File: config.mk
export PLATFORM = sky130hd
export DESIGN_NAME = dmem_rmw_ctrl
export DESIGN_NICKNAME = d
export VERILOG_FILES = /design/src/rtl/rv_mem_pkg.sv /design/src/rtl/byte_merge.sv /design/src/rtl/dmem_rmw_ctrl.sv
export SDC_FILE = /design/constraint.sdc
export NUM_CORES = 1
export LEC_CHECK = 0
export ABC_AREA = 1
export CORE_MARGIN = 5
export CORE_UTILIZATION = 35
export CTS_CLUSTER_DIAMETER = 200
export DETAILED_ROUTE_END_ITERATION = 16
export PLACE_DENSITY_LB_ADDON = 0.25
export SLEW_MARGIN = 20
export SYNTH_ARGS = -nofsm -noshare
export SYNTH_HDL_FRONTEND = slang
export SYNTH_SLANG_ARGS = --single-unit
File: constraint.sdc
create_clock -name clk -period 1.9 [get_ports clk]
set_clock_uncertainty 0.1 [all_clocks]
set_input_delay 0.38 -clock clk [delete_from_list [all_inputs] [get_ports clk]]
set_output_delay 0.38 -clock clk [all_outputs]
set_load 0.02 [all_outputs]
File: src/rtl/rv_mem_pkg.sv
// Shared definitions for the data-memory responder: word width, FSM encoding and
// byte-enable to bit-mask expansion.
package rv_mem_pkg;

  localparam int unsigned DataW    = 32;
  localparam int unsigned NumLanes = DataW / 8;

  typedef enum logic [1:0] {
    StIdle   = 2'd0,
    StRdWait = 2'd1,
    StRmwRd  = 2'd2
  } mem_state_e;

  // Each enable bit covers one full byte lane of the word.
  function automatic logic [DataW-1:0] be_to_mask(input logic [NumLanes-1:0] be);
    logic [DataW-1:0] mask;
    mask = '0;
    for (int i = 0; i < NumLanes; i++) begin
      mask[8*i +: 8] = {8{be[i]}};
    end
    return mask;
  endfunction

endpackage

File: src/rtl/byte_merge.sv
// Combinational byte-lane merge: enabled lanes come from the new word, others keep
// the old word.
module byte_merge
  import rv_mem_pkg::*;
(
  input  logic [DataW-1:0]    old_i,
  input  logic [DataW-1:0]    new_i,
  input  logic [NumLanes-1:0] be_i,
  output logic [DataW-1:0]    merged_o
);

  logic [DataW-1:0] mask;

  always_comb begin
    mask     = be_to_mask(be_i);
    merged_o = (old_i & ~mask) | (new_i & mask);
  end

endmodule

File: src/rtl/dmem_rmw_ctrl.sv
// Load/store responder for a word-write-only synchronous RAM; partial stores are
// completed by a read-modify-write through byte_merge.
module dmem_rmw_ctrl
  import rv_mem_pkg::*;
#(
  parameter int unsigned ADDR_W = 12
) (
  input  logic              clk,
  input  logic              rst_n,
  input  logic              MemWrite,
  input  logic              MemRead,
  input  logic [31:0]       addrb,
  input  logic [3:0]        web,
  input  logic [31:0]       dib,
  output logic [31:0]       DMEM_word,
  output logic              ack,
  output logic              stall,
  output logic              mem_en,
  output logic              mem_we,
  output logic [ADDR_W-1:0] mem_addr,
  output logic [31:0]       mem_wdata,
  input  logic [31:0]       mem_rdata
);

  localparam logic [NumLanes-1:0] AllLanes = '1;
  localparam logic [NumLanes-1:0] NoLanes  = '0;

  mem_state_e          state_q, state_d;
  logic [ADDR_W-1:0]   addr_q, addr_d;
  logic [NumLanes-1:0] web_q, web_d;
  logic [DataW-1:0]    dib_q, dib_d;
  logic [DataW-1:0]    dmem_word_q, dmem_word_d;
  logic [DataW-1:0]    merged_word;
  logic [ADDR_W-1:0]   req_idx;
  logic                rd_bypass;

  // Byte offset and bits above the RAM depth are dropped so addresses wrap.
  logic unused_addr;
  assign unused_addr = ^{addrb[31:ADDR_W+2], addrb[1:0]};
  assign req_idx     = addrb[ADDR_W+1:2];

  byte_merge u_byte_merge (
    .old_i    (mem_rdata),
    .new_i    (dib_q),
    .be_i     (web_q),
    .merged_o (merged_word)
  );

  always_comb begin
    state_d     = state_q;
    addr_d      = addr_q;
    web_d       = web_q;
    dib_d       = dib_q;
    dmem_word_d = dmem_word_q;
    mem_en      = 1'b0;
    mem_we      = 1'b0;
    mem_addr    = addr_q;
    mem_wdata   = dib_q;
    ack         = 1'b0;
    stall       = 1'b0;
    rd_bypass   = 1'b0;

    unique case (state_q)
      StIdle: begin
        mem_addr  = req_idx;
        mem_wdata = dib;
        if (MemWrite || MemRead) begin
          addr_d = req_idx;
          web_d  = web;
          dib_d  = dib;
        end
        if (MemWrite) begin
          if (web == AllLanes) begin
            mem_en = 1'b1;
            mem_we = 1'b1;
            ack    = 1'b1;
          end else if (web == NoLanes) begin
            ack = 1'b1;
          end else begin
            mem_en  = 1'b1;
            stall   = 1'b1;
            state_d = StRmwRd;
          end
        end else if (MemRead) begin
          mem_en  = 1'b1;
          stall   = 1'b1;
          state_d = StRdWait;
        end
      end

      StRmwRd: begin
        mem_en    = 1'b1;
        mem_we    = 1'b1;
        mem_wdata = merged_word;
        ack       = 1'b1;
        state_d   = StIdle;
      end

      StRdWait: begin
        dmem_word_d = mem_rdata;
        rd_bypass   = 1'b1;
        ack         = 1'b1;
        state_d     = StIdle;
      end

      default: state_d = StIdle;
    endcase

    // Reset silences the RAM port and handshake even mid-operation.
    if (!rst_n) begin
      mem_en    = 1'b0;
      mem_we    = 1'b0;
      ack       = 1'b0;
      stall     = 1'b0;
      rd_bypass = 1'b0;
    end
  end

  always_ff @(posedge clk) begin
    if (!rst_n) begin
      state_q     <= StIdle;
      addr_q      <= '0;
      web_q       <= '0;
      dib_q       <= '0;
      dmem_word_q <= '0;
    end else begin
      state_q     <= state_d;
      addr_q      <= addr_d;
      web_q       <= web_d;
      dib_q       <= dib_d;
      dmem_word_q <= dmem_word_d;
    end
  end

  assign DMEM_word = rd_bypass ? mem_rdata : dmem_word_q;

endmodule

==> results of run 1 <==
cell usage after synthesis (all sizes together):
cell type	number
a21oi	35
buf	32
clkbuf	17
clkinv	1
dfxtp	82
ha	4
inv	142
nand2	81
nand3	35
nor2	34
o211ai	1
o21ai	115
o221ai	32
o22ai	33
or2	2
repair_timing:
action / CTS / global route
pin swaps: 17 / 12
hold endpoints to repair: 0 / 0
resized for setup: 683 / 109
setup buffers: 20 / 2
endpoints found under the setup margin: 84 / 80
gates cloned: 6 / 4
worst reg2reg max path, cell delays in order (launching register included):
cell,delay (ns)
sky130_fd_sc_hd__dfxtp_4,0.37
sky130_fd_sc_hd__inv_4,0.08
sky130_fd_sc_hd__ha_4,0.16
sky130_fd_sc_hd__buf_6,0.13
sky130_fd_sc_hd__o21ai_4,0.07
sky130_fd_sc_hd__inv_4,0.06
sky130_fd_sc_hd__buf_4,0.23
sky130_fd_sc_hd__nand2_2,0.09
sky130_fd_sc_hd__buf_4,0.21
sky130_fd_sc_hd__o21ai_0,0.18
logic make-up (layout without fill, tap and decap cells):
| group | after synthesis | after routing | synth area share |
|---|---|---|---|
| adders and majority gates | 4 | 4 | 0.0110 |
| buffers and inverters | 192 | 440 | 0.177 |
| and+or+nand+nor | 152 | 152 | 0.137 |
| DFF | 82 | 82 | 0.360 |
| AOI/OAI and AO/OA | 216 | 216 | 0.315 |
metrics by stage:
stage	hold WS [ns]	util	std cells	worst slack, ns
after global placement	0.350	0.544	1019	-0.614
after CTS	0.373	0.641	1061	-0.239
final	0.374	0.686	1066	-0.238
after detailed placement	0.365	0.544	1019	-0.647
after global routing	0.401	0.686	1066	-0.284
after floorplan	0.343	-	646	-0.0882
cell type report:
| class | instances | share of cell area |
|---|---|---|
| Clock inverter | 5 | 0.00619 |
| Tap cell | 172 | 0.0248 |
| Sequential cell | 82 | 0.190 |
| Clock buffer | 11 | 0.0279 |
| Multi-Input combinational cell | 372 | 0.351 |
| Timing Repair Buffer | 281 | 0.335 |
| Inverter | 143 | 0.0646 |
registers in the layout (all words and copies together), names as in the netlist:
signal       flops
state_q          2
dmem_word_q     32
dib_q           32
addr_q          12
web_q            4
per-layer routing:
layer | track usage | vias to the layer above | wire (um)
met5 | 0 | - | 0
met1 | 0.283 | 2578 | 7770
met4 | 0.0992 | 0 | 488
li1 | - | 2613 | -
met2 | 0.394 | 162 | 9520
met3 | 0.0454 | 40 | 968
power breakdown:
group,internal (mW),switching (mW)
logic,1.03,1.15
registers,1.84,0.0843
clock network,1.05,0.708
worst paths after layout:
path | slack (ns) | from | cells past startpoint | end
hold / removal | 0.37 | dmem_word_q[5] | 2 | dmem_word_q[5]
setup reg to reg | 0.14 | state_q[1] | 9 | dib_q[7]
setup / recovery | -0.24 | state_q[1] | 7 | mem_wdata[7]
hold reg to reg | 0.37 | dmem_word_q[5] | 2 | dmem_word_q[5]
==> results.md, run 1 <==
Outcome:
- The flow ran to the end, but the final reports show violations.
- The checks that failed: negative setup slack.

Worst setup path:
- Of all nets on the critical path, the largest fanout is 6.
- The critical path startpoint category is a flip-flop.
- The number of buffers and inverters on the critical path is 5.
- The kind of cell with the highest combined delay on the critical path is buffers and inverters.
- The arrival time at the worst endpoint is between 1.5 and 2 ns.
- Walking the worst path, the cells encountered are inv_4 -> ha_4 -> inv_6 -> buf_8 -> clkbuf_16 -> o221ai_2 -> buf_6.
- The master of the slowest instance on the critical path is sky130_fd_sc_hd__dfxtp_4.
- The worst setup path is captured at an output pin.
- For this run, the slowest stage of the critical path takes between 0.3 and 0.4 ns.
- The critical path start-end classification is reg -> out.
- The data required time at the worst endpoint is between 1 and 1.5 ns.

STA:
- The number of failing hold endpoints at the final stage is 0.
- The achievable frequency is ~470 MHz.
- The smallest setup slack after layout is -0.238 ns.
- The relative slew slack is 0.665.
- The shortest period the worst path allows is roughly 2.1 ns.
- Of the available clock period, the critical path in the final layout requires 1.13.
- The total negative slack is -13.98 ns.
- Setup repair after global routing could not meet its margin everywhere.
- At the pin with the least slew margin, the transition time is roughly 0.50 ns.
- The final number of setup-violating endpoints is 80.
- The max-slew violation count is 0.

Clocking:
- The clock reaches the later pin of the worst-skew pair after 0.33 ns.
- In this run the number of H-tree levels came out at 3.
- The clock-pin slew on the worst setup and hold paths is about 0.060 ns.
- The number of clock sinks seen by CTS is a little over 80.
- The TritonCTS clock tree is built.
- After clock tree synthesis, the flow added hold-fix buffers numbering 0.
- The maximum count of clock buffers along a single path is 2.
- The clock buffer count from CTS is 9.
- The clock tree root driver cell is sky130_fd_sc_hd__clkbuf_16.

Synth:
- After synthesis the netlist holds a flip-flop and latch count of 82.
- In the post-synthesis netlist, the biggest area contributors are sky130_fd_sc_hd__dfxtp_1, sky130_fd_sc_hd__o21ai_0, sky130_fd_sc_hd__inv_1.
- For this run, the number of Yosys warnings is 0.
- After synthesis, the netlist uses 25 different library cells.
- The cell taking the most area after synthesis is sky130_fd_sc_hd__dfxtp_1.
- When the netlist entered floorplanning its net count stood at about 750.
- Of the post-synthesis cell area, the dominant cell type holds 0.360.
- The average cell area after synthesis is between 7 and 8 um2.
- The sequential-to-total area share from yosys stat is 0.360.
- In the synthesized netlist, the number of instances is 646.
- The cell area that synthesis handed to floorplanning was 0.00456 mm2.

Drt:
- The post-detailed-route via-to-cell ratio is approximately 5.1.
- In the routed design, unresolved DRC markers number 0.
- The first detailed-routing pass ran for 5 iterations.
- The final routed wirelength across all metal layers is approximately 19 mm.
- The number of DRC violations after detailed-routing iteration 0 is roughly 280.
- The via count is roughly 5400.
- The post-route antenna net violation count is 0.
- The routed length per placed instance is between 15 and 20 um.

Pwr:
- Power comes to 5.87 mW.
- The largest vdd supply drop is 0.408 mV.
- For this design the static power due to leakage is between 3 and 4 nW.
- Dividing total power by cell area gives a power density of ~670 mW/mm2.

GRT:
- The overall fraction of global-route tracks in use is 0.231.
- The first global-routing pass estimated between 20 and 30 mm of wire.
- The maximum number of pins on one net before global-route repair is 48.
- Summed over all layers, the global routing overflow is 0.
- The via count of the first global-routing pass came to ~5600.
- The initial antenna violation count came to 0.

Floorplanning:
- The number of placement rows is about 40.
- For this configuration, the core starts out at a cell density of 0.360.
- The floorplan step defined a die boundary enclosing about 0.015 mm2.
- In this run the horizontal extent of the chip is about 120 um.
- around 180 I/O pins were placed.
- The area of the core is 0.0127 mm2.
- In this run the vertical extent of the chip is ~120 um.

Finish:
- The final cell area excluding filler cells is between 0.008 and 0.009 mm2.
- The total of fill cells in the finished design is ~1000.
- The area used by multi-input combinational logic is 0.00305 mm2.
- The repair_antennas step left the layout with diodes totalling 0.
- In the final layout, the share of cells above drive strength 1 is 0.449.
- The number of nets in the final layout is 997.
- The library cell used most frequently in the layout, excluding fill and tap cells, is sky130_fd_sc_hd__inv_1.
- In the layout the commonest cells are sky130_fd_sc_hd__inv_1, sky130_fd_sc_hd__buf_4, sky130_fd_sc_hd__dfxtp_1.
- The area growth from synthesis to layout is 90.7%.
- The sequential cells in the finished layout cover a total of between 0.0015 and 0.002 mm2.

Placed design:
- The post-place instance area is 0.00690 mm2.
- The count of buffers added on input and output ports is ~160.
- The final weighted congestion of routability-driven global placement is between 0.8 and 0.9.
- The wire-length estimate of the detail-placed layout is around 12 mm.

Run:
- The number of max-cap violations is 0.

Min path:
- The worst min-delay path category is reg -> reg.
Power figures use the tool's default switching activity.
==> inputs of run 2 (changes only) <==
- CORE_UTILIZATION: 35 -> 32
==> results.md, run 2 (synthesized netlist as in run 1, its figures left out) <==
Outcome:
- The run finished, with violations left.
- The final reports fail on negative setup slack.

Drt:
- The number of DRC violations after detailed-routing iteration 0 is 233 (-16%).
- The routed length per placed instance is 17.4 um (-1.0%).
- The post-detailed-route via-to-cell ratio is 5.05 (-0.24%).
- The DRC violation count after routing is 0 (unchanged).
- The number of optimization iterations in the first detailed-route pass came to 5 (unchanged).
- The via count is 5491 (+1.8%).
- The post-route antenna net violation count came to 0 (unchanged).
- The final routed wirelength across all metal layers is 18.9 mm (+1.0%).

GRT:
- The first-pass GRT wire length came to 26.6 mm (-4.7%).
- The maximum number of pins on one net before global-route repair is 48 (unchanged).
- The initial antenna violation count is 0 (unchanged).
- The total congestion overflow after global routing is 0 (unchanged).
- The overall fraction of global-route tracks in use is 0.197 (-0.0337).
- The via count of the first global-routing pass is 5360 (-4.1%).

Min path:
- The worst min-delay path category is reg -> reg.

Worst setup path:
- The arrival time at the worst endpoint is 1.77 ns (+0.11 ns).
- The stage delay of the slowest cell on the critical path is 0.37 ns (about the same).
- By startpoint and endpoint, the worst setup path is classified as reg -> out.
- The data required time at the worst endpoint is 1.42 ns (about the same).
- The worst-path maximum fanout is 6 (unchanged).
- STA classifies the critical path endpoint as an output pin.
- STA classifies the critical path startpoint as a flip-flop.
- The signal on the critical path passes through inv_4 -> ha_4 -> nand2_8 -> buf_6 -> buf_16 -> buf_12 -> o21ai_2 -> buf_6.
- Among all stages on the critical path, the largest delay is contributed by sky130_fd_sc_hd__dfxtp_4.
- Among the stages of the critical path, the cell type that occurs most often is sky130_fd_sc_hd__buf_6.

Finish:
- The number of nets in the final layout is 1011 (+1.4%).
- The largest registers in the layout are dib_q x32, dmem_word_q x32, addr_q x12.
- The share of cells above drive strength 1 is 0.458 (+0.00960).
- Leaving out fill and tap cells, the most frequent cells in the layout are sky130_fd_sc_hd__inv_1, sky130_fd_sc_hd__buf_4, sky130_fd_sc_hd__dfxtp_1.
- Leaving out fill and tap cells, the most frequent cell in the layout is sky130_fd_sc_hd__inv_1.
- The total of fill cells in the finished design came to 1120 (+14%).
- Compared with the post-synthesis result, the final layout area differs by 95.6%.
- The number of antenna repair diodes is 0 (unchanged).

Clocking:
- The maximum count of clock buffers along a single path is 2 (unchanged).
- The clock-pin slew on the worst setup and hold paths is 0.06 ns (about the same).
- The TritonCTS clock tree is built.
- The clock buffer count from CTS is 9 (unchanged).
- CTS placed an instance of sky130_fd_sc_hd__clkbuf_16 at the clock tree root.
- The insertion delay of the later-clocked pin in the worst-skew pair came to 0.34 ns (about the same).
- The number of clock sinks seen by CTS is 82 (unchanged).
- The maximum level of the CTS H-tree was 3 (unchanged).

STA:
- The max-slew violation count was 0 (unchanged).
- The slew at the pin closest to its max-slew limit came to 0.497 ns (-0.00594 ns).
- The final number of setup-violating endpoints is 80 (unchanged).
- Setup repair after global routing could not meet its margin everywhere.
- The hold slack came to 0.374 ns (-0.000156 ns).
- The relative slew slack is 0.669 (+0.00396).
- The smallest setup slack after layout is -0.351 ns (-0.113 ns).
- The shortest period the worst path allows came to 2.25 ns (+0.113 ns).
- The number of failing hold endpoints at the final stage came to 0 (unchanged).
- The share of the cycle needed by the critical path after routing is 1.18 (+0.0596).
- The total negative slack was -15.86 ns (-1.88 ns).
- The achievable frequency is 444 MHz (-5.0%).

Floorplanning:
- The die outline width is 129 um (+4.2%).
- The floorplan die height was 129 um (+4.2%).
- The number of ports placed on the die boundary came to 184 (unchanged).
- The area of the core is 0.0139 mm2 (+10%).
- The initial cell density of the core is 0.327 (-0.0326).
- The number of placement rows is 43 (+4.9%).
- The die footprint was 0.0167 mm2 (+8.6%).

Run:
- The number of max-cap violations is 0 (unchanged).

Pwr:
- The largest vdd supply drop is 0.385 mV (-5.6%).
- The power density over the cells came to 660 mW/mm2 (-2.2%).
- The static leakage was 3.83 nW (+2.9%).

Placed design:
- The final weighted congestion of routability-driven global placement is 0.895 (+0.39%).
- The post-detailed-placement half-perimeter wirelength is 11.8 mm (+1.3%).
- The number of buffers added on ports is 163 (unchanged).
run 2: changes by cell type in the layout (fill, tap and decap cells not counted), moves of 4 or more:
cell,previous run,this run
sky130_fd_sc_hd__nand2_1,31,35
sky130_fd_sc_hd__buf_2,1,7
sky130_fd_sc_hd__buf_8,4,8
sky130_fd_sc_hd__a21oi_1,11,7
sky130_fd_sc_hd__o21ai_4,15,10
sky130_fd_sc_hd__o21ai_0,47,51
run 2: worst max-delay path, delay by kind of cell, from the launching register on:
family          cells  cell delay (ns)
flops               1             0.37
buf+inv             5             0.64
simple gates        1             0.09
fa+ha+maj           1             0.16
compound gates      1             0.18
run 2: final cells by class:
type                       instances  area [um2]  area share
timing repair buffer             294        3120       0.350
multi-input combinational        373        3060       0.344
sequential                        82        1650       0.185
inverter                         143         569      0.0639
clock buffer                      10         239      0.0268
tap                              180         225      0.0253
clock inverter                     6        42.5     0.00477
run 2: metal layers:
layer | global-route usage | wire length [um] | up-vias | part of all wire
li1 | - | - | 2641 | -
met1 | 0.254 | 7900 | 2602 | 0.42
met2 | 0.329 | 9350 | 206 | 0.49
met3 | 0.0425 | 1130 | 42 | 0.060
met4 | 0.0667 | 555 | 0 | 0.029
met5 | 0 | 0 | - | 0
run 2: report_power, final:
| group | internal [mW] | switching (mW) | leakage [nW] |
|---|---|---|---|
| clock network | 0.922 | 0.744 | 0.134 |
| logic | 1.11 | 1.19 | 3.02 |
| registers | 1.84 | 0.0825 | 0.674 |
| total | 3.87 | 2.01 | 3.83 |
run 2: what timing repair did:
item                                   in CTS  in global routing
cloned                                      6                  7
buffers inserted                            7                 28
gates resized for setup                   559                239
endpoints found under the hold margin       0                  0
hold buffers                                0                  0
pin swaps                                   4                 17
setup endpoints to repair                  80                 80
run 2: per-stage QoR:
stage	area, um2	power [mW]	std cells	setup slack, ns	utilization
after detailed placement	6940	3.60	1028	-0.632	0.498
final	8910	5.88	1088	-0.351	0.640
after global placement	6940	3.58	1028	-0.613	0.498
after CTS	7660	5.39	1057	-0.319	0.550
after floorplan	4560	2.74	646	-0.0882	-
after global routing	8910	6.13	1088	-0.379	0.640
run 2: path summary, 6_finish.rpt:
kind,startpoint,to,slack [ns],cells past startpoint
worst max-delay path,state_q[1],DMEM_word[31],-0.35,8
worst min-delay path,dmem_word_q[5],dmem_word_q[5],0.37,2
worst max register to register,state_q[0],dib_q[11],0.08,9
worst min register to register,dmem_word_q[5],dmem_word_q[5],0.37,2
==> inputs of run 3 (changes only) <==
- HOLD_SLACK_MARGIN: default -> 0.15
- clock period: 1.9 -> 1.82 ns (I/O delays scaled with it)
==> results.md, run 3 (synthesized netlist as in run 1, its figures left out) <==
STA:
- The smallest setup slack after layout is -0.338 ns (+0.0131 ns).
- The final number of setup-violating endpoints is 80 (unchanged).
- The number of failing hold endpoints at the final stage came to 0 (unchanged).
- Setup repair after global routing could not meet its margin everywhere.
- Of the available clock period, the critical path in the final layout requires 1.19.
- The relative slew slack was 0.757 (+0.0882).
- The max-slew violation count is 0 (unchanged).
- The slew at the pin closest to its max-slew limit is 0.364 ns (-0.132 ns).
- The achievable frequency is 463 MHz.
- The shortest period the worst path allows is 2.16 ns.

Clocking:
- The clock buffer count from CTS is 9 (unchanged).
- The clock tree root driver cell is sky130_fd_sc_hd__clkbuf_16.
- The clock-pin slew on the worst setup and hold paths is 0.06 ns (about the same).
- The TritonCTS clock tree is built.
- The maximum count of clock buffers along a single path is 2 (unchanged).
- The insertion delay of the later-clocked pin in the worst-skew pair is 0.34 ns (about the same).
- The maximum level of the CTS H-tree was 3 (unchanged).
- The number of clock sinks seen by CTS is 82 (unchanged).
- The cts-stage hold buffer count is 0 (unchanged).

Finish:
- The area growth from synthesis to layout is 107%.
- The number of nets in the final layout came to 1061 (+4.9%).
- The share of cells above drive strength 1 was 0.450 (-0.00825).
- The largest registers in the layout are dib_q x32, dmem_word_q x32, addr_q x12.
- The post-route core utilization was 0.678 (+0.0385).
- The library cells used most frequently in the layout, excluding fill and tap cells, are sky130_fd_sc_hd__buf_4, sky130_fd_sc_hd__inv_1, sky130_fd_sc_hd__dfxtp_1.
- The number of antenna repair diodes is 0 (unchanged).
- The total of fill cells in the finished design is 1112 (-0.71%).
- The most common cell after layout, fill and taps aside is sky130_fd_sc_hd__buf_4.
- The post-layout instance count excluding filler cells is 1138 (+4.6%).

GRT:
- The overall fraction of global-route tracks in use was 0.215 (+0.0177).
- The initial antenna violation count is 0 (unchanged).
- The first-pass GRT wire length came to 28.6 mm (+7.7%).
- The via count of the first global-routing pass is 5713 (+6.6%).
- The total congestion overflow after global routing is 0 (unchanged).
- The maximum number of pins on one net before global-route repair came to 48 (unchanged).

Run:
- The number of max-cap violations is 0 (unchanged).

Floorplanning:
- The die outline width is 129 um (unchanged).
- The number of placement rows came to 43 (unchanged).
- The floorplan die height is 129 um (unchanged).
- The initial cell density of the core is 0.327 (unchanged).
- The die footprint is 0.0167 mm2 (unchanged).
- The area of the core is 0.0139 mm2 (unchanged).
- The number of ports placed on the die boundary was 184 (unchanged).

Drt:
- The via count came to 5589 (+1.8%).
- The DRC violation count after routing is 0 (unchanged).
- The post-detailed-route via-to-cell ratio is 4.91 (-2.7%).
- The post-route antenna net violation count came to 0 (unchanged).
- The highest signal layer in the routed design is met4.
- The wire length on met2 is 9.36 mm (+0.15%).
- The number of DRC violations after detailed-routing iteration 0 is 276 (+18%).
- The routed length per placed instance came to 16.2 um (-7.0%).
- The number of optimization iterations in the first detailed-route pass is 4 (-1).
- The detailed-route wire length on metal 1 was 7.79 mm (-1.3%).
- The final routed wirelength across all metal layers is 18.4 mm (-2.7%).
- The length of routed met3 wiring was 792 um (-30%).

Pwr:
- The static leakage is 4.04 nW (+5.6%).
- The power density over the cells is 695 mW/mm2 (+5.4%).
- The total power after layout is 6.57 mW (+12%).
- The largest vdd supply drop is 0.462 mV (+20%).

Worst setup path:
- The arrival time at the worst endpoint is 1.69 ns (-0.08 ns).
- The signal on the critical path passes through inv_4 -> ha_4 -> clkinv_4 -> buf_8 -> nand2_8 -> buf_16 -> o221ai_4 -> buf_6.
- The type of element capturing the critical path is an output pin.
- The worst-path maximum fanout is 8 (+2).
- The worst-case register-to-register setup slack came to 0.09 ns (about the same).
- The data required time at the worst endpoint was 1.36 ns (-0.06 ns).
- The stage delay of the slowest cell on the critical path is 0.35 ns (-0.02 ns).
- For this design, the slowest cell found on the critical path is sky130_fd_sc_hd__dfxtp_2.
- By startpoint and endpoint, the worst setup path is classified as reg -> out.
- The critical path startpoint category is a flip-flop.

Placed design:
- The number of buffers added on ports is 163 (unchanged).
- The post-detailed-placement half-perimeter wirelength is 12.7 mm (+7.8%).
- The final weighted congestion of routability-driven global placement is 0.812 (-9.3%).
- The post-placement worst setup slack is -0.673 ns (-0.0405 ns).
- The instance count after placement with tap cells included is 1085 (+5.5%).

Outcome:
- The final reports fail on negative setup slack.
- The flow ran to the end, but the final reports show violations.

Min path:
- The worst min-delay path category is reg -> reg.
-- run 3: worst paths after layout --
check	startpoint	cells after the start	to
setup reg to reg	state_q[1]	9	dib_q[26]
hold reg to reg	dmem_word_q[5]	2	dmem_word_q[5]
hold / removal	dmem_word_q[5]	2	dmem_word_q[5]
setup / recovery	state_q[0]	8	mem_wdata[28]
-- run 3: cell type report --
type / instances / area [um2] / share of cell area
Clock buffer: 11 / 233 / 0.0246
Clock inverter: 5 / 78.8 / 0.00834
Inverter: 143 / 559 / 0.0592
Multi-Input combinational cell: 372 / 3120 / 0.331
Sequential cell: 82 / 1650 / 0.175
Tap cell: 180 / 225 / 0.0238
Timing Repair Buffer: 345 / 3580 / 0.379
-- run 3: layer usage --
metal | track usage | vias up
met5 | 0 | -
met3 | 0.0354 | 40
met1 | 0.269 | 2643
li1 | - | 2753
met2 | 0.371 | 153
met4 | 0.0803 | 0
-- run 3: metrics by stage --
stage | area (um2) | TNS, ns | hold WS, ns
6_report | 9450 | -22.64 | 0.374
4_1_cts | 9010 | -22.30 | 0.372
5_1_grt | 9450 | -27.02 | 0.401
3_5_place_dp | 7960 | -42.62 | 0.363
2_1_floorplan | 5130 | -1.32 | 0.343
3_3_place_gp | 7960 | -39.77 | 0.353
-- run 3: where the power goes --
group          internal (mW)  switching (mW)  total [mW]
clock network           1.20           0.753        1.95
registers               1.92          0.0918        2.01
logic                   1.34            1.26        2.60
total                   4.47            2.10        6.57
-- run 3: worst max-delay path: cells and delay by family (launching register included) --
family          cells  cell delay, ns
simple gates        1            0.10
buf+inv             5            0.57
flops               1            0.35
compound gates      1            0.17
fa+ha+maj           1            0.16
-- run 3: timing repair --
item                       CTS  global route
buffers inserted            24             4
pin swaps                   14            16
cloned                       7             4
resized for setup          578            92
setup endpoints to repair   91           111
==> RTL change 1, RTL diff (settings of run 1) <==
`ADDR_W`: 12 -> 10.
--- a/src/rtl/dmem_rmw_ctrl.sv
+++ b/src/rtl/dmem_rmw_ctrl.sv
@@ -4,5 +4,5 @@
   import rv_mem_pkg::*;
 #(
-  parameter int unsigned ADDR_W = 12
+  parameter int unsigned ADDR_W = 10
 ) (
   input  logic              clk,
Interface: changed (resized mem_addr); port bits go from 184 to 182. The function was not compared with the original's and may differ.
==> RTL change 1 against run 1 <==
The run still ends with negative setup slack left; total power is 3.3% higher; sequential share of layout area grew 1.1 points; critical path type unchanged; sequential cell count shrank 2; largest power group is now the clock network; wire length down 3.6%; setup slack lost 0.035 ns; highest routed layer unchanged; design area down 7.5%; critical path depth rose by 1; global-route usage is 0.36 points lower; area after synthesis shrank 8.0%; combinational power is 9% lower.
==> RTL change 1: results (changes against run 1) <==
| Metric | Value |
|---|---|
| Tot GR Track Use | 22.7% (-0.36 points) |
| Number of global-route vias before repair | 5226 (-6.5%) |
| Post-synthesis sequential area ratio | 38.2% (+2.2 points) |
| First-pass GRT wire length | 26.3 mm (-5.6%) |
| Synthesis-to-finish area growth | 91.8% |
| Area occupied by multi-input gates | 0.00266 sq mm (-13%) |
| Final worst setup slack | -0.273 ns (-0.0351 ns) |
| Wl on met1 | 7.23 mm (-7.0%) |
| Setup TNS | -15.13 ns (-1.15 ns) |
| Mapped Cells | 629 (-2.6%) |
| Critical path origin | state_q[0] |
| M2 GR Usage | 38.3% (-1.1 points) |
| Syn nets | 737 (-2.3%) |
| CP endpoint | mem_wdata[3] |
| Final hold slack | 0.366 ns (-0.00864 ns) |
| Port bufs | 159 (-2.5%) |
| Worst R2R Setup Slack | 0.09 ns (-0.05 ns) |
| Setup Slack @ Placement | -0.625 ns (+0.0218 ns) |
| Met2 routed WL | 8.89 mm (-6.6%) |
| Std-Cell Rows | 40 (-2.4%) |
| Endpoints failing setup | 78 (-2.5%) |
| Worst hold start | dmem_word_q[8] |
| Commonest cells in the netlist | inv_1, o21ai_0, dfxtp_1, nand2_1 |
| Seq cells post-synth | 80 (-2.4%) |
| Met1 usage in global routing | 27.6% (-0.69 points) |
| Worst flop-to-flop path endpoint | dib_q[24] |
| Status | complete, but fails checks |
| DP Area | 0.00631 sq mm (-8.5%) |
| Failing checks | negative setup slack |
| Synth unique cells | 20 (-20%) |
| Critical Path AT | 1.69 ns (+0.03 ns) |
| DR WL/cell | 18.1 microns (+3.0%) |
| Regs by FF count | dib_q: 32 flops, dmem_word_q: 32 flops, addr_q: 10 flops |
| Routed met3 length | 1.32 mm (+36%) |
==> RTL change 1: changes by cell type after synthesis, moves of 3 or more <==
cell	delta
o21ai_1	-3
nor2_1	-4
buf_4	-8
buf_6	-4
o22ai_2	-30
nand2_1	-4
buf_2	-9
clkbuf_1	+17
o22ai_1	+30
==> RTL change 1: where the power goes <==
group / internal [mW] / total [mW] / switching, mW / leakage, nW
Combinational: 0.939 / 1.99 / 1.05 / 2.68
Sequential: 1.79 / 1.90 / 0.111 / 0.658
Clock: 1.45 / 2.17 / 0.712 / 0.176
==> RTL change 1: kinds of logic after synthesis <==
| group | count (synthesis) | synth area share [%] |
|---|---|---|
| AO/OA/AOI/OAI | 214 | 29.6 |
| adder cells (fa/ha/maj) | 4 | 1.19 |
| buffers and inverters | 189 | 17.2 |
| flip-flops | 80 | 38.2 |
| AND/OR/NAND/NOR | 142 | 13.9 |
==> RTL change 2, RTL diff (flow settings as in run 1) <==
Without the edit above. Reset style: asynchronous (`rst_n`), changed in one clocked block.
--- a/src/rtl/dmem_rmw_ctrl.sv
+++ b/src/rtl/dmem_rmw_ctrl.sv
@@ -117,5 +117,5 @@
   end
 
-  always_ff @(posedge clk) begin
+  always_ff @(posedge clk or negedge rst_n) begin
     if (!rst_n) begin
       state_q     <= StIdle;
Function: differs if rst_n is asserted again (counterexample within 4 cycles, from zero or initial values and one cycle with rst_n low); with rst_n held inactive, the same outputs for 10 cycles.
==> RTL change 2 against run 1 <==
Area after synthesis is 0.88% higher; die area is 0.81% higher; design area is 6.0% lower; via count is 5.6% lower; utilization is 4.6 points lower; count of clock-buffer cells in the layout stayed put; final cell count is 5.3% lower; wire length is 5.9% lower; setup slack worse by 0.14 ns; the run still ends with negative setup slack left; sequential cell count stayed put; critical path type unchanged.
Power is not compared: it rests on default switching activity, and its combinational part moved more than twofold at a synthesized area within 25%.
==> RTL change 2: results (changes against run 1) <==
| Metric | Value |
|---|---|
| Final Routed Wirelength | 17.6 mm (-5.9%) |
| CP max stage delay | 0.43 ns (+0.06 ns) |
| Post-DR vias/cell | 5.04 (-0.33%) |
| Failing checks | negative setup slack |
| Gpl congestion | 0.856 (-4.0%) |
| Root buffer cell | clkbuf_16 |
| Number of clock buffers inserted by TritonCTS | 9 (unchanged) |
| Regs by FF count | dib_q: 32 flops, dmem_word_q: 32 flops, addr_q: 12 flops |
| Async set or reset register ratio after synthesis | 100% (+100 points) |
| Layout fillers | 1089 (+11%) |
| Least-Margin Pin Slew | 0.654 ns (+0.152 ns) |
| Adder-Cell Fraction of Synth Area | 1.09% (-0.0096 points) |
| Finished Layout Cells | 1010 (-5.3%) |
| Final worst setup slack | -0.381 ns (-0.142 ns) |
| CP max FO | 16 (+10) |
| Post-synthesis compound-gate area fraction | 26.7% (-4.8 points) |
| Hold Crit Class | in -> async |
| Mux share of post-synthesis cell area | 0% (unchanged) |
| Detailed router's first-iteration violation count | 322 (+16%) |
| Number of global-route vias before repair | 5016 (-10%) |
| Largest net degree at the start of global routing | 70 (+46%) |
| Post-synthesis sequential area ratio | 44.6% (+8.6 points) |
| Endpoints failing setup | 80 (unchanged) |
| Clock Latency Late Sink | 0.33 ns (about the same) |
| Post-synth top flop | dfrtp_1 |
| Tot GR Track Use | 20.7% (-2.4 points) |
| Syn nets | 732 (-2.9%) |
| Setup Slack @ Placement | -0.604 ns (+0.0426 ns) |
| Status | complete, but fails checks |
| Hpwl dp | 10.9 mm (-6.3%) |
| First-pass GRT wire length | 26.2 mm (-5.8%) |
| Placed Instances | 962 (-5.6%) |
| Synth area leaders | dfrtp_1, o21ai_0, inv_1, nand2_1, a21oi_1 |
| CTS clock-pin slew for the worst setup and hold paths | 0.06 ns (about the same) |
| Synthesis warning total | 0 (unchanged) |
| Syn_area_per_cell | 7.37 sq um (+4.4%) |
| Starting Density | 36.0% (about the same) |
| Share of layout cells above drive strength 1 | 33.4% (-11 points) |
| Clock H-tree levels | 3 (unchanged) |
| Commonest cells in the netlist | inv_1, nand2_1, o21ai_0, dfrtp_1, a21oi_1 |
| Port bufs | 163 (unchanged) |
| CP max stage cell | dfrtp_1 |
| Synth unique cells | 21 (-16%) |
| Final #Nets | 941 (-5.6%) |
## RTL change 2: cell count changes after synthesis, moves of 3 or more
cell     change
o22ai_2     -30
o21ai_1     +11
inv_1       -22
dfrtp_1     +82
nand3_1     -33
buf_4        -7
dfxtp_1     -82
o21ai_0      -5
a21oi_1     +34
o22ai_1      -3
nand2_1     +38
## RTL change 2: final timing paths
check / cells past startpoint / from / slack, ns / to
max: 7 / state_q[1] / -0.38 / mem_wdata[16]
min: 2 / rst_n / 0.08 / dmem_word_q[31]
max reg2reg: 10 / state_q[1] / 0.07 / dib_q[3]
min reg2reg: 2 / addr_q[6] / 0.40 / addr_q[6]
max in group asynchronous: 3 / rst_n / 0.95 / web_q[1]
min in group clk: 2 / addr_q[6] / 0.40 / addr_q[6]
## RTL change 2: report_power, final
| group | internal [mW] | switching, mW | total, mW |
|---|---|---|---|
| clock | 1.08 | 0.716 | 1.80 |
| combinational | 3.07 | 3.65 | 6.71 |
| sequential | 2.43 | 0.402 | 2.83 |
| total | 6.58 | 4.76 | 11.3 |
## RTL change 2: what timing repair did
| item | CTS | global route |
|---|---|---|
| pin swaps | 15 | 14 |
| setup buffers | 16 | 8 |
| endpoints found under the setup margin | 128 | 96 |
| resized for setup | 562 | 107 |
| hold buffers | 0 | 0 |
| cloned | 7 | 4 |
## RTL change 2: logic make-up (layout without fill, tap and decap cells)
logic type | Yosys count | in the layout
flops | 82 | 82
compound gates | 221 | 221
buf+inv | 161 | 375
fa+ha+maj | 4 | 4
simple gates | 156 | 156
## RTL change 2: final cells by class
type | instances | area (sq um) | share of cell area, %
clock buffer | 11 | 253 | 3.09
multi-input combinational | 381 | 2580 | 31.5
inverter | 119 | 467 | 5.71
timing repair buffer | 240 | 2560 | 31.3
sequential | 82 | 2050 | 25.1
tap | 172 | 215 | 2.63
clock inverter | 5 | 52.6 | 0.643
## RTL change 2: metrics by stage
step | setup TNS, ns | area [sq um] | hold slack, ns | utilization [%]
6_report | -24.90 | 8170 | 0.0803 | 64.0
5_1_grt | -30.72 | 8170 | 0.106 | 64.0
4_1_cts | -23.94 | 7580 | 0.0885 | 59.4
3_5_place_dp | -46.81 | 6670 | 0.384 | 52.2
3_3_place_gp | -42.68 | 6670 | 0.376 | 52.2
2_1_floorplan | -3.56 | 4620 | -0.0156 | -
## RTL change 2: worst max-delay path: cells and delay by family (launching register included)
family,cells,cell delay [ns]
compound gates,1,0.20
fa+ha+maj,1,0.20
buf+inv,4,0.56
flops,1,0.43
simple gates,1,0.08
## RTL change 2: layer usage
metal / up-vias / wire, microns / part of all wire, % / track usage, %
met3: 34 / 958 / 5.4 / 3.99
met4: 0 / 417 / 2.4 / 8.51
met1: 2434 / 7340 / 42 / 26.2
met2: 170 / 8920 / 51 / 34.8
li1: 2455 / - / - / -
met5: - / 0 / 0 / 0
